### src/rtl/anomaly_pkg.sv
// Shared types for the anomaly alarm filter: FSM states and the event payload.
// Payload fields are sized for the widest supported configuration.
package anomaly_pkg;

    localparam int unsigned TsMaxWidth   = 32;
    localparam int unsigned HitsMaxWidth = 6;

    typedef enum logic [1:0] {
        StIdle,
        StAlarm,
        StHoldoff
    } state_e;

    typedef struct packed {
        logic [TsMaxWidth-1:0]   timestamp;
        logic [HitsMaxWidth-1:0] hits;
    } event_t;

endpackage

### src/rtl/anomaly_event_slot.sv
// One-entry valid/ready holding register for alarm events.
// A load into an occupied slot that is not draining this cycle is lost and flagged.
module anomaly_event_slot
    import anomaly_pkg::*;
(
    input  logic   clk_i,
    input  logic   rst_ni,
    input  logic   clear_i,
    input  logic   load_i,
    input  event_t payload_i,
    input  logic   ready_i,
    output logic   valid_o,
    output event_t payload_o,
    output logic   dropped_o
);

    logic   valid_q, valid_d;
    logic   dropped_q, dropped_d;
    event_t payload_q, payload_d;

    always_comb begin
        valid_d   = valid_q;
        dropped_d = dropped_q;
        payload_d = payload_q;
        if (clear_i) begin
            valid_d   = 1'b0;
            dropped_d = 1'b0;
        end else if (load_i && (!valid_q || ready_i)) begin
            valid_d   = 1'b1;
            payload_d = payload_i;
        end else if (load_i) begin
            dropped_d = 1'b1;
        end else if (valid_q && ready_i) begin
            valid_d = 1'b0;
        end
    end

    always_ff @(posedge clk_i or negedge rst_ni) begin
        if (!rst_ni) begin
            valid_q   <= 1'b0;
            dropped_q <= 1'b0;
            payload_q <= '0;
        end else begin
            valid_q   <= valid_d;
            dropped_q <= dropped_d;
            payload_q <= payload_d;
        end
    end

    assign valid_o   = valid_q;
    assign payload_o = payload_q;
    assign dropped_o = dropped_q;

endmodule

### src/rtl/anomaly_alarm_filter.sv
// K-of-N vote over per-sample anomaly decisions, driving a debounced alarm with
// hold-off, a saturating anomaly tally and one timestamped event per episode.
module anomaly_alarm_filter
    import anomaly_pkg::*;
#(
    parameter int unsigned WINDOW    = 8,
    parameter int unsigned THRESHOLD = 5,
    parameter int unsigned HOLDOFF   = 16,
    parameter int unsigned TS_WIDTH  = 16,
    parameter int unsigned CNT_WIDTH = 16,
    localparam int unsigned HitsWidth = $clog2(WINDOW + 1)
) (
    input  logic                 clk_i,
    input  logic                 rst_ni,
    input  logic                 score_valid_i,
    input  logic                 anomaly_in_i,
    input  logic                 clear_alarm_i,
    output logic                 alarm_o,
    output logic                 event_valid_o,
    input  logic                 event_ready_i,
    output logic [TS_WIDTH-1:0]  event_timestamp_o,
    output logic [HitsWidth-1:0] event_hits_o,
    output logic [CNT_WIDTH-1:0] anomaly_total_o,
    output logic                 event_dropped_o
);

    localparam int unsigned HoldWidth = $clog2(HOLDOFF + 1);
    localparam logic [HitsWidth-1:0] Thresh   = HitsWidth'(THRESHOLD);
    localparam logic [HoldWidth-1:0] HoldLoad = HoldWidth'(HOLDOFF);

    state_e               state_q, state_d;
    logic [WINDOW-1:0]    window_q, window_d;
    logic [HitsWidth-1:0] hits_q, hits_d;
    logic [HoldWidth-1:0] hold_q, hold_d;
    logic [TS_WIDTH-1:0]  ts_q, ts_d;
    logic [CNT_WIDTH-1:0] total_q, total_d;
    logic                 alarm_q;
    logic                 accept;
    logic                 ev_load;
    event_t               ev_new, ev_payload;

    assign accept = score_valid_i && !clear_alarm_i;

    always_comb begin
        window_d = window_q;
        hits_d   = hits_q;
        hold_d   = hold_q;
        ts_d     = ts_q;
        total_d  = total_q;
        state_d  = state_q;
        ev_load  = 1'b0;
        if (clear_alarm_i) begin
            window_d = '0;
            hits_d   = '0;
            hold_d   = '0;
            state_d  = StIdle;
        end else if (accept) begin
            window_d = {window_q[WINDOW-2:0], anomaly_in_i};
            // Running count: add the incoming bit, retire the one falling off the end.
            hits_d = hits_q + HitsWidth'(anomaly_in_i) - HitsWidth'(window_q[WINDOW-1]);
            ts_d   = ts_q + TS_WIDTH'(1);
            if (anomaly_in_i && (total_q != '1)) begin
                total_d = total_q + CNT_WIDTH'(1);
            end
            case (state_q)
                StIdle: begin
                    if (hits_d >= Thresh) begin
                        state_d = StAlarm;
                        ev_load = 1'b1;
                    end
                end
                StAlarm: begin
                    if (hits_d < Thresh) begin
                        state_d = StHoldoff;
                        hold_d  = HoldLoad;
                    end
                end
                StHoldoff: begin
                    if (hits_d >= Thresh) begin
                        state_d = StAlarm;
                    end else begin
                        hold_d = hold_q - HoldWidth'(1);
                        if (hold_q == HoldWidth'(1)) begin
                            state_d = StIdle;
                        end
                    end
                end
                default: state_d = StIdle;
            endcase
        end
    end

    always_ff @(posedge clk_i or negedge rst_ni) begin
        if (!rst_ni) begin
            state_q  <= StIdle;
            window_q <= '0;
            hits_q   <= '0;
            hold_q   <= '0;
            ts_q     <= '0;
            total_q  <= '0;
            alarm_q  <= 1'b0;
        end else begin
            state_q  <= state_d;
            window_q <= window_d;
            hits_q   <= hits_d;
            hold_q   <= hold_d;
            ts_q     <= ts_d;
            total_q  <= total_d;
            alarm_q  <= (state_d != StIdle);
        end
    end

    assign ev_new.timestamp = TsMaxWidth'(ts_q);
    assign ev_new.hits      = HitsMaxWidth'(hits_d);

    anomaly_event_slot u_event_slot (
        .clk_i     (clk_i),
        .rst_ni    (rst_ni),
        .clear_i   (clear_alarm_i),
        .load_i    (ev_load),
        .payload_i (ev_new),
        .ready_i   (event_ready_i),
        .valid_o   (event_valid_o),
        .payload_o (ev_payload),
        .dropped_o (event_dropped_o)
    );

    logic unused_payload;
    assign unused_payload = ^ev_payload;

    assign alarm_o           = alarm_q;
    assign event_timestamp_o = ev_payload.timestamp[TS_WIDTH-1:0];
    assign event_hits_o      = ev_payload.hits[HitsWidth-1:0];
    assign anomaly_total_o   = total_q;

endmodule
### config.mk
export PLATFORM = sky130hd
export DESIGN_NAME = anomaly_alarm_filter
export DESIGN_NICKNAME = d
export VERILOG_FILES = /design/src/rtl/anomaly_pkg.sv /design/src/rtl/anomaly_event_slot.sv /design/src/rtl/anomaly_alarm_filter.sv
export SDC_FILE = /design/constraint.sdc
export NUM_CORES = 1
export LEC_CHECK = 0
export BUFFER_PORTS_ARGS = -buffer_cell sky130_fd_sc_hd__buf_2
export CAP_MARGIN = 20
export CORE_MARGIN = 2
export CORE_UTILIZATION = 39
export CTS_CLUSTER_SIZE = 28
export DETAILED_ROUTE_END_ITERATION = 16
export SETUP_SLACK_MARGIN = 0.15
export SYNTH_ARGS = -nofsm -noshare
export SYNTH_HDL_FRONTEND = slang
export SYNTH_SLANG_ARGS = --single-unit
### constraint.sdc
create_clock -name clk_i -period 3.2 [get_ports clk_i]
set_clock_uncertainty 0.05 [all_clocks]
set_input_delay 0.16 -clock clk_i [delete_from_list [all_inputs] [get_ports clk_i]]
set_output_delay 0.16 -clock clk_i [all_outputs]
set_load 0.05 [all_outputs]
==> results.py, run 1 <==
metrics = {
    "timing": {
        "final_max_slew_viol_count": 0,
        "relSlewSlack": 0.3917,
        "setup_tns_ps": 0,
        "setup_viol": 0,
        "post-route-period-util": 0.8234,
        "max_freq_ghz": 0.3795,
        "report.final.hold_viol_count": 0,
        "tightestPinTransition_ps": 912.5,
        "min_period_ps": 2635,
        "rsz0062_at_grt": "false",
    },
    "clock_tree": {
        "cts_tree": "yes",
        "htree_levels": 3,
        "cts_root_buffer": "clkbuf_8",
        "numCtsBuffers": 9,
        "cts_num_sinks": 74,
        "cts_resized": 0,
        "cts_buffer_depth": 2,
        "clkLatencyLatePin_ps": 340,
        "cts.reportedPaths.clkPinSlew_ps": 70,
    },
    "worst_setup_path": {
        "path_depth": 11,
        "path_class": "reg2reg",
        "cp.arrival_ps": 2810,
        "worstPathRequired_ps": 3370,
        "crit_family": "adder cells",
        "cp_num_buf_inv": 3,
        "rr_worst_depth": 11,
        "cp_max_fo": 20,
        "critPathSlowestCell": "dfrtp_1",
        "cpPeakStageDelay_ps": 390,
        "crit_path_start_kind": "flop",
        "crit_chain": "ha_1 > inv_1 > ha_1 > inv_1 > fa_1 > xnor2_1 > o21ai_0 > nand3_1 > and3_1 > buf_4 > mux2_2",
        "worstSetupEndpointType": "flop",
    },
    "layout": {
        "area_delta_synth_final_pct": 16.17,
        "antennaDiodeCount": 0,
        "drive_gt1_frac": 0.2550,
        "final_area_mm2": 0.003938,
        "utilization": 0.4582,
        "multi_input_area_mm2": 0.001444,
        "register_area_mm2": 0.001852,
        "final_cell_mix": "dfrtp_1, buf_2, nor2_1, nand2_1, mux2_2",
        "fin_nets": 359,
        "final_common_cell": "dfrtp_1",
        "fill_cells": 809,
    },
    "outcome": {
        "status": "finished clean",
    },
    "floorplan": {
        "initial_core_util": 0.3944,
        "core.rowCount": 34,
        "io-pin-count": 45,
        "die_width_um": 97.23,
        "die_h_um": 97.23,
        "core_mm2": 0.008593,
        "dieArea_mm2": 0.009453,
    },
    "route": {
        "drc": 0,
        "initialDrtViolationCount": 61,
        "num_vias": 2277,
        "detail_route.wl_per_cell_um": 13.16,
        "drt-total-wl_um": 6014,
        "first_pass_iters": 4,
        "via_per_inst": 4.982,
        "ant_nets": 0,
    },
    "synth": {
        "synth_edf_count": 0,
        "synth_warnings": 0,
        "syn_inst": 294,
        "synth_flop_cell": "dfrtp_1",
        "synth_nets": 309,
        "synth.avg_cell_area_um2": 11.53,
        "ys_seq_area_frac": 0.5463,
        "syn-cell-area_mm2": 0.003390,
        "ys_types": 45,
        "async_reset_ff_frac": 1.000,
        "ys_ff_latch": 74,
    },
    "grt": {
        "grt.overflow.total": 0,
        "grtUsageTotal": 0.1381,
        "antenna_found_initial": 0,
        "grt_pass1_wl_um": 10630,
        "grt_start_max_net_pins": 75,
        "grt_pass1_vias": 2276,
    },
    "placement": {
        "dp_hpwl_um": 4104,
        "io_buffers": 44,
        "place_congestion": 0.7762,
        "dpl_cell_area_mm2": 0.003725,
    },
    "job": {
        "maxCapViolations": 0,
    },
    "power_and_ir_drop": {
        "cellPowerDensity_mw_per_mm2": 650.9,
        "leakage_uw": 0.002007,
        "peakVddDrop_mv": 0.4765,
    },
    "worst_hold_path": {
        "hold_depth": 3,
        "hp-class": "in2reg",
    },
}
worst register-to-register path, stage by stage, from the launching register on:
cell,delay [ps]
dfrtp_1,390
ha_1,290
inv_1,60
ha_1,150
inv_1,50
fa_1,370
xnor2_1,170
o21ai_0,110
nand3_1,90
and3_1,150
buf_4,280
mux2_2,380
Yosys cell counts (2+ instances only):
cell type / number / share of area
inv_1: 15 / 0.017
nor2b_1: 2 / 0.0037
o2bb2ai_1: 2 / 0.0052
nand4_1: 6 / 0.011
nor2_1: 26 / 0.029
clkbuf_1: 3 / 0.0033
and3_1: 5 / 0.0092
a21oi_1: 3 / 0.0044
mux2i_1: 12 / 0.035
xnor2_1: 18 / 0.047
nor3_1: 7 / 0.010
dfrtp_1: 74 / 0.55
o21ai_0: 4 / 0.0059
o311ai_0: 2 / 0.0052
mux2_2: 19 / 0.063
a21o_1: 3 / 0.0066
buf_2: 3 / 0.0044
nand2_1: 23 / 0.025
nor4_1: 4 / 0.0074
ha_1: 8 / 0.030
nand3_1: 14 / 0.021
nand2b_1: 5 / 0.0092
xor2_1: 14 / 0.036
metrics by stage:
stage                     cells  total power [µW]  hold slack, ps  setup WS [ps]
after floorplan             294              1680          -185.6          716.9
after global placement      440              1847           311.6          603.3
after detailed placement    440              1859           313.7          554.1
after CTS                   457              2601           123.4          545.0
after global routing        457              2710           122.3          368.8
final                       457              2563           124.3          565.0
flip-flops by register name, indices dropped and copies added, names as in the netlist:
register	flops
alarm_o	1
state_q	2
hits_q	4
ts_q	16
u_event_slot.payload_o	20
hold_q	5
anomaly_total_o	16
u_event_slot.dropped_o	1
window_q	8
u_event_slot.valid_o	1
timing repair:
| item | CTS | global route |
|---|---|---|
| setup buffers | 0 | 0 |
| hold endpoints to repair | 74 | 0 |
| hold buffers | 1 | 0 |
final cells by class:
type | count | share of cell area
tap | 108 | 0.03432
multi-input combinational | 197 | 0.3667
inverter | 15 | 0.01430
clock buffer | 10 | 0.03495
clock inverter | 6 | 0.01652
sequential | 74 | 0.4703
timing repair buffer | 47 | 0.06292
kinds of logic after synthesis:
logic type	after synthesis	synth area share
AND/OR/NAND/NOR	99	0.1462
buffers and inverters	23	0.02768
multiplexers	33	0.1063
adder cells (fa/ha/maj)	9	0.03544
XOR/XNOR	32	0.08269
flip-flops	74	0.5463
AO/OA/AOI/OAI	24	0.05538
power breakdown:
part	internal [µW]	switching (µW)
sequential	1050	110
clock	383	347
combinational	202	468
total	1640	925
routing by layer:
layer,GRT usage,vias to the layer above,part of all wire
met3,0.05180,7,0.056
met1,0.1802,1114,0.47
met2,0.2147,46,0.46
li1,-,1110,-
met5,0,-,0
met4,0.04380,0,0.013
final timing paths:
| path | start | end | slack, ps |
|---|---|---|---|
| max | window_q[7]$_DFFE_PN0N_ | u_event_slot.payload_o[12]$_DFFE_PN0P_ | 570 |
| min | anomaly_in_i | window_q[0]$_DFFE_PN0N_ | 120 |
| max reg2reg | window_q[7]$_DFFE_PN0N_ | u_event_slot.payload_o[12]$_DFFE_PN0P_ | 570 |
| min reg2reg | ts_q[15]$_DFFE_PN0P_ | ts_q[15]$_DFFE_PN0P_ | 430 |
| max in group asynchronous | rst_ni | anomaly_total_o[13]$_DFFE_PN0P_ | 2070 |
| min in group asynchronous | rst_ni | hold_q[1]$_DFFE_PN0P_ | 440 |
Power figures use the tool's default switching activity.
==> inputs of run 2 (changes only) <==
- clock period: 3.2 -> 2.3 ns (I/O delays scaled with it)
==> run 2 against run 1 <==
  * The flow now finishes with violations (negative setup slack)
  * Worst setup slack got worse by 790 ps
  * Cell area increased by 6.6%
  * Sequential cell count unchanged
  * Fmax increased by 4.2%
  * Die area unchanged
  * Worst hold slack got worse by 77 ps
  * Via count increased by 3.8%
  * Combinational power increased by 57%
  * Clock-buffer cell count decreased by 1
  * Critical path type unchanged
  * Largest cell class unchanged
==> results.py, run 2 (synthesis gave the netlist of run 1 again) <==
metrics = {
    "timing": {
        "max_freq_ghz": 0.3954,
        "setup_slack_ps": -228.9,
        "relSlewSlack": 0.4341,
        "report.final.hold_viol_count": 0,
        "rsz0062_at_grt": "true",
        "min_period_ps": 2529,
        "tightestPinTransition_ps": 848.8,
        "post-route-period-util": 1.100,
        "final_max_slew_viol_count": 0,
        "setup_viol": 30,
    },
    "placement": {
        "placedCellCount": 448,
        "dpl_cell_area_mm2": 0.003817,
        "dp_slack_ps": -314.7,
        "io_buffers": 44,
        "dp_hpwl_um": 4403,
        "place_congestion": 0.7428,
    },
    "grt": {
        "grt_start_max_net_pins": 38,
        "grt.overflow.total": 0,
        "grt_pass1_vias": 2358,
        "grt_pass1_wl_um": 11670,
        "grtUsageTotal": 0.1518,
        "antenna_found_initial": 0,
    },
    "layout": {
        "drive_gt1_frac": 0.3678,
        "fill_cells": 797,
        "multi_input_area_mm2": 0.001592,
        "antennaDiodeCount": 0,
        "final_cell_mix": "dfrtp_1, buf_2, nor2_1, nand2_1, mux2_2",
        "area_delta_synth_final_pct": 23.88,
        "fin_nets": 377,
        "largest_register_ffs": 20,
        "register_area_mm2": 0.001866,
        "stdcell_count": 475,
        "final_area_mm2": 0.004199,
        "final_common_cell": "dfrtp_1",
    },
    "power_and_ir_drop": {
        "leakage_uw": 0.002090,
        "peakVddDrop_mv": 0.5444,
        "p_total_uw": 3641,
        "cellPowerDensity_mw_per_mm2": 867.1,
    },
    "route": {
        "ant_nets": 0,
        "detail_route.wl_per_cell_um": 14.08,
        "num_vias": 2364,
        "drc": 0,
        "initialDrtViolationCount": 96,
        "first_pass_iters": 6,
        "drt-total-wl_um": 6690,
        "via_per_inst": 4.977,
    },
    "outcome": {
        "failed_checks": "negative setup slack",
        "status": "finished with violations",
    },
    "worst_setup_path": {
        "cp.arrival_ps": 2760,
        "worstSetupEndpointType": "flop",
        "path_class": "reg2reg",
        "cp_max_fo": 5,
        "worstPathRequired_ps": 2530,
        "crit_path_start_kind": "flop",
    },
    "clock_tree": {
        "numCtsBuffers": 9,
        "cts_buffer_depth": 2,
        "htree_levels": 3,
        "clkLatencyLatePin_ps": 350,
        "cts.reportedPaths.clkPinSlew_ps": 80,
        "cts_num_sinks": 74,
        "cts_tree": "yes",
        "cts_root_buffer": "clkbuf_8",
    },
    "floorplan": {
        "dieArea_mm2": 0.009453,
        "io-pin-count": 45,
        "core_mm2": 0.008593,
        "core.rowCount": 34,
        "die_width_um": 97.23,
        "initial_core_util": 0.3944,
        "die_h_um": 97.23,
    },
    "worst_hold_path": {
        "hp-class": "in2reg",
    },
    "job": {
        "maxCapViolations": 0,
    },
}
[run 2: power by group]
group | leakage, µW | internal, µW | total (µW) | switching (µW)
sequential | 0.000989 | 1470 | 1650 | 174
combinational | 0.00102 | 352 | 1050 | 696
clock | 0.0000848 | 410 | 945 | 536
[run 2: through the flow]
stage | TNS [ps] | util | hold slack, ps
after global placement | -5281 | 0.4442 | 209.6
after global routing | -7708 | 0.4886 | 41.52
after CTS | -4501 | 0.4821 | 25.42
after floorplan | -2304 | - | -230.6
final | -5021 | 0.4886 | 46.91
after detailed placement | -7172 | 0.4442 | 222.8
[run 2: path summary, 6_finish.rpt]
check                                                        end  cells after the start                    start  slack (ps)
min                                          hits_q[3]$_DFF_PN0_                      2            clear_alarm_i          50
max in group asynchronous                    ts_q[7]$_DFFE_PN0P_                      3                   rst_ni        1140
max                                        hold_q[1]$_DFFE_PN0P_                     11  window_q[7]$_DFFE_PN0N_        -230
min in group asynchronous  u_event_slot.payload_o[2]$_DFFE_PN0P_                      2                   rst_ni         360
min reg2reg                                 ts_q[15]$_DFFE_PN0P_                      1     ts_q[15]$_DFFE_PN0P_         420
max reg2reg                                hold_q[1]$_DFFE_PN0P_                     11  window_q[7]$_DFFE_PN0N_        -230
[run 2: metal layers]
layer,global-route usage,share of wire
met1,0.2099,0.48
met2,0.2388,0.47
met3,0.02950,0.035
met4,0.05662,0.016
met5,0,0
[run 2: what timing repair did]
item | 4_1_cts | 5_1_grt
setup buffers | 5 | 2
hold endpoints to repair | 33 | 0
cloned | 3 | 0
hold buffers | 1 | 0
gates resized for setup | 18 | 6
setup endpoints to repair | 30 | 30
pin swaps | 9 | 1
[run 2: final cells by class]
type	count	area share
clock buffers	9	0.02950
clock inverters	7	0.01430
inverters	15	0.01341
multi-input cells	199	0.3790
flip-flops and latches	74	0.4443
well taps	108	0.03218
repair buffers	63	0.08731
[run 2: critical path, stage by stage, from the launching register on]
cell,delay [ps]
dfrtp_1,390
ha_1,300
inv_1,60
ha_2,180
inv_2,40
fa_2,520
inv_2,40
o21ai_2,140
nand3_4,120
buf_6,150
or3_4,340
o2bb2ai_2,120
